[src/rtl/vga_scan_gen.sv]
// VGA scan counters, registered sync/visible/pixel decode and a triangle vertex bank.
// Define SCAN_VERT_BUF_EN to double-buffer the vertex bank with commit at frame start.
module vga_scan_gen #(
  parameter int unsigned H_TOTAL     = 1586,
  parameter int unsigned H_SYNC      = 190,
  parameter int unsigned H_VIS_START = 285,
  parameter int unsigned H_VIS_END   = 1555,
  parameter int unsigned V_TOTAL     = 526,
  parameter int unsigned V_SYNC      = 2,
  parameter int unsigned V_VIS_START = 35,
  parameter int unsigned V_VIS_END   = 515,
  parameter int unsigned PIX_SHIFT   = 1
) (
  input  logic        CLOCK_50,
  input  logic        reset,
  input  logic        vert_wr,
  input  logic [2:0]  vert_sel,
  input  logic [11:0] vert_data,
  output logic        VGA_HS,
  output logic        VGA_VS,
  output logic        visible,
  output logic [11:0] px,
  output logic [11:0] py,
  output logic        frame_start,
  output logic        line_start,
  output logic [11:0] x1,
  output logic [11:0] y1,
  output logic [11:0] x2,
  output logic [11:0] y2,
  output logic [11:0] x3,
  output logic [11:0] y3,
  output logic        vert_pending
);

  localparam int unsigned CW = 12;
  localparam int unsigned XW = $clog2(H_TOTAL);
  localparam int unsigned YW = $clog2(V_TOTAL);
  localparam int unsigned NV = 6;

  logic [XW-1:0] cx;
  logic [YW-1:0] cy;
  logic          cx_last;
  logic          cy_last;
  logic          at_origin;

  assign cx_last   = (cx == XW'(H_TOTAL - 1));
  assign cy_last   = (cy == YW'(V_TOTAL - 1));
  assign at_origin = (cx == '0) && (cy == '0);

  // Scan position counters
  always_ff @(posedge CLOCK_50) begin
    if (reset) begin
      cx <= '0;
      cy <= '0;
    end else if (cx_last) begin
      cx <= '0;
      cy <= cy_last ? '0 : cy + YW'(1);
    end else begin
      cx <= cx + XW'(1);
    end
  end

  logic          h_vis_c;
  logic          v_vis_c;
  logic          vis_c;
  logic [XW-1:0] dx_c;
  logic [YW-1:0] dy_c;
  logic [CW-1:0] px_c;
  logic [CW-1:0] py_c;

  always_comb begin
    h_vis_c = (cx >= XW'(H_VIS_START)) && (cx < XW'(H_VIS_END));
    v_vis_c = (cy >= YW'(V_VIS_START)) && (cy < YW'(V_VIS_END));
    vis_c   = h_vis_c && v_vis_c;
    dx_c    = cx - XW'(H_VIS_START);
    dy_c    = cy - YW'(V_VIS_START);
    px_c    = '0;
    py_c    = '0;
    if (vis_c) begin
      px_c = CW'(dx_c >> PIX_SHIFT);
      py_c = CW'(dy_c);
    end
  end

  // Decoded outputs, one cycle behind the counters and aligned with each other
  always_ff @(posedge CLOCK_50) begin
    if (reset) begin
      VGA_HS      <= 1'b0;
      VGA_VS      <= 1'b0;
      visible     <= 1'b0;
      px          <= '0;
      py          <= '0;
      frame_start <= 1'b0;
      line_start  <= 1'b0;
    end else begin
      VGA_HS      <= (cx >= XW'(H_SYNC));
      VGA_VS      <= (cy >= YW'(V_SYNC));
      visible     <= vis_c;
      px          <= px_c;
      py          <= py_c;
      frame_start <= at_origin;
      line_start  <= (cx == '0);
    end
  end

  logic [CW-1:0] active [NV];
  logic          wr_hit;

  assign wr_hit = vert_wr && (vert_sel < 3'(NV));

`ifdef SCAN_VERT_BUF_EN
  logic [CW-1:0] shadow [NV];

  // Commit reads the pre-write shadow, so a write on the commit edge waits a frame
  always_ff @(posedge CLOCK_50) begin
    if (reset) begin
      for (int unsigned i = 0; i < NV; i++) begin
        shadow[i] <= '0;
        active[i] <= '0;
      end
      vert_pending <= 1'b0;
    end else begin
      if (at_origin) begin
        active       <= shadow;
        vert_pending <= 1'b0;
      end
      if (wr_hit) begin
        vert_pending <= 1'b1;
      end
      for (int unsigned i = 0; i < NV; i++) begin
        if (wr_hit && (vert_sel == 3'(i))) begin
          shadow[i] <= vert_data;
        end
      end
    end
  end
`else
  always_ff @(posedge CLOCK_50) begin
    if (reset) begin
      for (int unsigned i = 0; i < NV; i++) begin
        active[i] <= '0;
      end
    end else begin
      for (int unsigned i = 0; i < NV; i++) begin
        if (wr_hit && (vert_sel == 3'(i))) begin
          active[i] <= vert_data;
        end
      end
    end
  end

  assign vert_pending = 1'b0;
`endif

  assign x1 = active[0];
  assign y1 = active[1];
  assign x2 = active[2];
  assign y2 = active[3];
  assign x3 = active[4];
  assign y3 = active[5];

endmodule

[config.mk]
export PLATFORM = sky130hd
export DESIGN_NAME = vga_scan_gen
export DESIGN_NICKNAME = d
export VERILOG_FILES = /design/src/rtl/vga_scan_gen.sv
export SDC_FILE = /design/constraint.sdc
export NUM_CORES = 1
export LEC_CHECK = 0
export CAP_MARGIN = 0
export CORE_ASPECT_RATIO = 0.7
export CORE_MARGIN = 5
export CORE_UTILIZATION = 54
export DETAILED_ROUTE_END_ITERATION = 8
export GPL_TIMING_DRIVEN = 0
export PLACE_DENSITY = 0.89
export SYNTH_ARGS = -nofsm -noshare
export SYNTH_HDL_FRONTEND = slang
export SYNTH_SLANG_ARGS = --single-unit
[constraint.sdc]
create_clock -name CLOCK_50 -period 4.3 [get_ports CLOCK_50]
set_input_delay 0.86 -clock CLOCK_50 [delete_from_list [all_inputs] [get_ports CLOCK_50]]
set_output_delay 0.86 -clock CLOCK_50 [all_outputs]
set_load 0.02 [all_outputs]
==> results.ini, run 1 <==
[setup_path]
crit_fanout=10
max_stage_delay_ns=0.42
slowest_stage=clkbuf_1
crit_path_cell_trace=clkbuf_1 -> inv_1 -> ha_1 -> nand4_1 -> clkbuf_1 -> clkbuf_1 -> nand2_1 -> nor2_1
end_kind=register
required_ns=4.64
start_kind=register
cpLargestDelayFamily=buffers and inverters
critPathBufInv=4
path_class=reg2reg
critical_path_arrival_ns=2.96
cpMostUsedCell=clkbuf_1
rr_worst_depth=8
path_depth=8

[logic_synthesis]
synth_warnings=0
synth_flop_cell=edfxtp_1
synth_area_um2=5050
synth_top_area_share_pct=42.8
yosysMostFrequentCell=and2_1
ys_seq_area_share_pct=61.1
avgSynthCellArea_um2=12.1
async_flop_share_pct=0
synthTopCellsByArea=edfxtp_1 43%, dfxtp_1 18%, and2_1 9.2%
ys_types=46
syn_inst=418
ys_ff_latch=118
yosys.area.top_type=edfxtp_1
synth_edf_count=72
synth_common_cells=74 x and2_1, 72 x edfxtp_1, 46 x dfxtp_1, 23 x clkbuf_1

[timing]
hold_viol=0
max_slew_margin_pct=32.6
rsz0062_at_grt=false
setup_viol=0
slew_violations=0
finalCritPeriodShare_pct=60.9
finClkSkew_ns=0.00773
worst_slew_pin_slew_ns=1.01
fmax_mhz=382
tns_ns=0
period_needed_ns=2.62

[clocking]
clock_sinks=118
clockBufferDepth=2
cts.clk_slew.worst_paths_ns=0.05
cts_resized=0
clk_latency_ns=0.41
ctsHoldBuffers=0
cts_tree=done
htreeDepth=4
cts_root_buf=clkbuf_16
cts_made_buffers=17
cts_setup_buffers=0

[place]
port_buffers=114
place_congestion=0.876
place_hpwl_mm=9.22

[power]
seqPwrFrac_pct=41.1
cellLeakagePower_uw=0.00255
p_sw_share_pct=22.4
switching_power_uw=693
combinationalPowerShare_pct=8.6
powerDensity_nw_per_um2=437
vdd_drop_max_mv=0.373
power_uw=3090
p_int_uw=2390
p_clk_share_pct=50.3

[routing]
wl_per_cell_um=19.0
routed.top_layer=met4
met3WireLength_um=967
postRouteAntennaNets=0
first_iter_violations=383
via_per_inst=5.51
drc_errors=0
dr_total_vias=3835
wl_met2_mm=6.65
drtPass1Iterations=5
wl_met1_mm=5.30
drt_wl_total_mm=13.2

[floorplan]
die-area_um2=11400
rows=29
start_util_pct=55.4
die_height_um=90.9
core_area_um2=9110
io_pins=120
die_x_um=126

[layout]
nets=586
drive_above_1_share_pct=12.4
n_antenna_cell=0
area_delta_synth_final_pct=39.7

[grt]
grt_usage_pct=23.8
grt_pass1_vias=3815
overflow=0
antenna_found_initial=0
grt_max_degree=17
grt_pass1_wl_mm=21.1

[worst_hold_path]
whs_path_depth=2
worstHoldPathType=reg2reg

[outcome]
status=complete, no violations

[flow_run]
maxCapViolCount=0

power groups by stage:
stage / registers [uW] / clock network (uW) / logic [uW]
after floorplan: 1350 / 0 / 52.5
after global placement: 1290 / 0 / 252
after detailed placement: 1290 / 0 / 261
after CTS: 1270 / 1560 / 266
after global routing: 1270 / 1610 / 279
final: 1270 / 1550 / 266
flip-flops by register name, indices dropped and copies added, names as in the netlist:
name,flops
active,72
cx,11
cy,10
px,10
py,10
VGA_HS,1
VGA_VS,1
frame_start,1
line_start,1
visible,1
worst paths after layout:
kind / startpoint / endpoint / slack (ns)
worst max-delay path: cx[1] / cx[9] / 1.68
worst min-delay path: cy[8] / cy[8] / 0.60
worst max register to register: cx[1] / cx[9] / 1.68
worst min register to register: cy[8] / cy[8] / 0.60
cell type report:
type / instances / area (um2)
clock inverters: 15 / 229
clock buffers: 17 / 425
inverters: 7 / 26.3
plain buffers: 35 / 174
repair buffers: 118 / 1170
multi-input cells: 262 / 1790
fillers: 556 / 2050
flip-flops and latches: 118 / 3080
well taps: 124 / 155
metal layers:
| layer | track usage, % | up-vias |
|---|---|---|
| met1 | 29.9 | 1857 |
| met5 | 0 | - |
| met3 | 6.80 | 30 |
| met2 | 39.4 | 188 |
| met4 | 9.12 | 0 |
| li1 | - | 1760 |
cell usage in the layout, fill, tap and decap left out, drive strengths merged, types with 12 or more instances in the layout:
cell type | synthesis | layout
xor2 | 12 | 12
nor2 | 19 | 19
dfxtp | 46 | 46
clkbuf | 23 | 40
and2 | 74 | 74
nor3 | 32 | 32
edfxtp | 72 | 72
buf | 12 | 16
xnor2 | 13 | 13
clkdlybuf4s50 | 0 | 114
worst reg2reg max path: cells and delay by family (launching register included):
family / cells / cell delay, ns
adder cells (fa/ha/maj): 1 / 0.25
buffers and inverters: 4 / 1.29
flip-flops: 1 / 0.35
AND/OR/NAND/NOR: 3 / 0.65
logic make-up (layout without fill, tap and decap cells):
kind of cell | after synthesis | after routing | share of synthesized area, %
simple gates | 182 | 182 | 22.7
flops | 118 | 118 | 61.1
buf+inv | 42 | 192 | 3.96
compound gates | 40 | 40 | 5.38
xor+xnor | 25 | 25 | 4.34
fa+ha+maj | 9 | 9 | 2.23
other cells | 1 | 5 | 0.0743
mux | 1 | 1 | 0.223
per-stage QoR:
stage / cells / utilization (%) / worst slack (ns) / hold WS (ns) / cell area (um2)
after global placement: 660 / 69.8 / 0.991 / 0.520 / 6360
after CTS: 696 / 77.5 / 1.45 / 0.593 / 7060
after floorplan: 422 / - / 1.85 / 0.488 / 5060
after detailed placement: 664 / 70.3 / 1.07 / 0.583 / 6400
after global routing: 696 / 77.5 / 1.48 / 0.617 / 7060
final: 696 / 77.5 / 1.68 / 0.600 / 7060
Note: power is estimated with default switching activity, not from simulation.
==> run 2: changes to the inputs <==
--- a/config.mk
+++ b/config.mk
@@ -8,10 +8,10 @@
 export CAP_MARGIN = 0
 export CORE_ASPECT_RATIO = 0.7
 export CORE_MARGIN = 5
-export CORE_UTILIZATION = 54
+export CORE_UTILIZATION = 45
 export DETAILED_ROUTE_END_ITERATION = 8
 export GPL_TIMING_DRIVEN = 0
-export PLACE_DENSITY = 0.89
+export PLACE_DENSITY = 0.79
 export SYNTH_ARGS = -nofsm -noshare
 export SYNTH_HDL_FRONTEND = slang
 export SYNTH_SLANG_ARGS = --single-unit
==> constraint.sdc (replaced) <==
create_clock -name CLOCK_50 -period 2.2 [get_ports CLOCK_50]
set_input_delay 0.44 -clock CLOCK_50 [delete_from_list [all_inputs] [get_ports CLOCK_50]]
set_output_delay 0.44 -clock CLOCK_50 [all_outputs]
set_load 0.02 [all_outputs]
==> run 2 against run 1 <==
Effect of this change: hold slack worse by 0.044 ns; die area up 18%; global-route usage down 5.1 points; power up 85%; critical path depth unchanged; via count down 5.7%; maximum frequency up 25%; critical endpoint is now cx[2].
==> results.ini, run 2 (synthesis results as in run 1) <==
[clocking]
cts.clk_slew.worst_paths_ns=0.06  ; about the same
clock_sinks=118  ; unchanged
ctsHoldBuffers=0  ; unchanged
clk_latency_ns=0.40  ; about the same
cts_made_buffers=17  ; unchanged
cts_root_buf=clkbuf_16
htreeDepth=4  ; unchanged
cts_setup_buffers=0  ; unchanged
cts_tree=done
clockBufferDepth=2  ; unchanged

[grt]
grt_pass1_vias=3614  ; -5.3%
grt_max_degree=17  ; unchanged
grt_usage_pct=18.7  ; -5.1 points
antenna_found_initial=0  ; unchanged
grt_pass1_wl_mm=19.3  ; -8.6%
overflow=0  ; unchanged

[worst_hold_path]
worstHoldPathType=reg2reg

[floorplan]
die-area_um2=13500  ; +18%
io_pins=120  ; unchanged
die_height_um=98.6  ; +8.5%
core_area_um2=11000  ; +21%
start_util_pct=45.9  ; -9.6 points
rows=32  ; +10%
die_x_um=137  ; +8.8%

[power]
powerDensity_nw_per_um2=811  ; +85%
power_uw=5710  ; +85%
vdd_drop_max_mv=0.520  ; +40%
cellLeakagePower_uw=0.00253  ; -0.73%

[place]
place_congestion=0.874  ; -0.27%
post-place-cells=694  ; +4.5%
port_buffers=114  ; unchanged
place_hpwl_mm=9.09  ; -1.4%

[setup_path]
crit_fanout=10  ; unchanged
start_kind=register
r2r_slack_ns=0.11  ; -1.57 ns
critical_path_arrival_ns=2.41  ; -0.55 ns
required_ns=2.53  ; -2.11 ns
end_kind=register
path_class=reg2reg

[outcome]
status=complete, no violations

[layout]
largest_register_ffs=72  ; unchanged
nets=585  ; -0.17%
finalNonFillerCells=725  ; +4.2%
area_delta_synth_final_pct=39.4
most-common-layout-cells=114 x clkdlybuf4s50_1, 74 x and2_1, 72 x edfxtp_1, 46 x dfxtp_1
final_common_cell=clkdlybuf4s50_1
drive_above_1_share_pct=13.1  ; +0.72 points
top_register=active
largest_registers=active x72, cx x11

[timing]
period_needed_ns=2.09  ; -0.532 ns
finClkSkew_ns=0.00850  ; +0.000771 ns
finalCritPeriodShare_pct=94.9  ; +34 points
fmax_mhz=479  ; +25%
hold_viol=0  ; unchanged
setup_viol=0  ; unchanged
rsz0062_at_grt=true
whs_ns=0.556  ; -0.0438 ns
max_slew_margin_pct=31.8  ; -0.72 points
tns_ns=0  ; unchanged
worst_slew_pin_slew_ns=1.02  ; +0.0115 ns
slew_violations=0  ; unchanged

[routing]
via_per_inst=4.99  ; -9.5%
postRouteAntennaNets=0  ; unchanged
dr_total_vias=3616  ; -5.7%
wl_per_cell_um=16.9  ; -11%
drt_wl_total_mm=12.3  ; -7.5%
drc_errors=0  ; unchanged
first_iter_violations=264  ; -31%
drtPass1Iterations=4  ; -1

[flow_run]
maxCapViolCount=0  ; unchanged

## run 2: cell count changes in the layout (fill, tap and decap cells not counted), moves of 2 or more
cell       delta
clkinv_1      +3
buf_2         +3
bufinv_16     -2
clkbuf_2      +2
clkinv_4      -3
clkinv_2      +2
buf_1         -2
clkbuf_1      -5
## run 2: critical path: stages (launching register included)
cell and delay, ns:
dfxtp_1 0.36, clkbuf_2 0.22, inv_1 0.13, ha_1 0.22
nand4_1 0.17, buf_2 0.24, clkbuf_2 0.26, nand2_1 0.24
nor2_1 0.17
## run 2: final timing paths
| kind | end | cells past startpoint | from |
|---|---|---|---|
| worst max-delay path | cx[2] | 8 | cx[1] |
| worst min-delay path | cy[8] | 2 | cy[8] |
| worst max register to register | cx[2] | 8 | cx[1] |
| worst min register to register | cy[8] | 2 | cy[8] |
## run 2: timing repair
item / in CTS / in global routing
gates resized for setup: 4 / 5
endpoints found under the setup margin: 36 / 16
pin swaps: 0 / 1
## run 2: metrics by stage
| stage | setup WS [ns] | utilization, % | instance area, um2 |
|---|---|---|---|
| global route | -0.0122 | 63.9 | 7040 |
| finish | 0.113 | 64.0 | 7040 |
| floorplan | 0.169 | - | 5060 |
| global placement | -0.770 | 58.1 | 6400 |
| CTS | 0.0177 | 63.9 | 7040 |
| detailed placement | -0.271 | 58.5 | 6440 |
## run 2: cell type report
cell class              instances  area, um2
multi-input cells             262       1800
clock inverters                15        163
well taps                     153        191
plain buffers                  33        173
clock buffers                  17        425
diodes                          1       2.50
inverters                       7       26.3
flip-flops and latches        118       3080
repair buffers                119       1180
fillers                       843       3970
## run 2: power breakdown
part           internal [uW]  leakage, uW  total, uW  switching (uW)
combinational            223      0.00119        515             292
clock                   1760     0.000273       2720             958
sequential              2440      0.00107       2480            32.9
total                   4430      0.00253       5710            1280
## run 2: routing by layer
metal | vias to the layer above | share of wire (%) | global-route usage (%)
li1 | 1750 | - | -
met5 | - | 0 | 0
met1 | 1744 | 45 | 24.7
met3 | 11 | 5.1 | 4.08
met4 | 0 | 1.2 | 6.51
met2 | 111 | 48 | 30.5
==> run 3: changes to the inputs <==
--- a/config.mk
+++ b/config.mk
@@ -9,6 +9,7 @@
 export CORE_ASPECT_RATIO = 0.7
 export CORE_MARGIN = 5
 export CORE_UTILIZATION = 45
+export CTS_BUF_LIST = sky130_fd_sc_hd__clkbuf_4 sky130_fd_sc_hd__clkbuf_8 sky130_fd_sc_hd__clkbuf_16
 export DETAILED_ROUTE_END_ITERATION = 8
 export GPL_TIMING_DRIVEN = 0
 export PLACE_DENSITY = 0.79
==> results of run 3 <==
No change in the layout: final DEF, timing and power equal those of run 2.
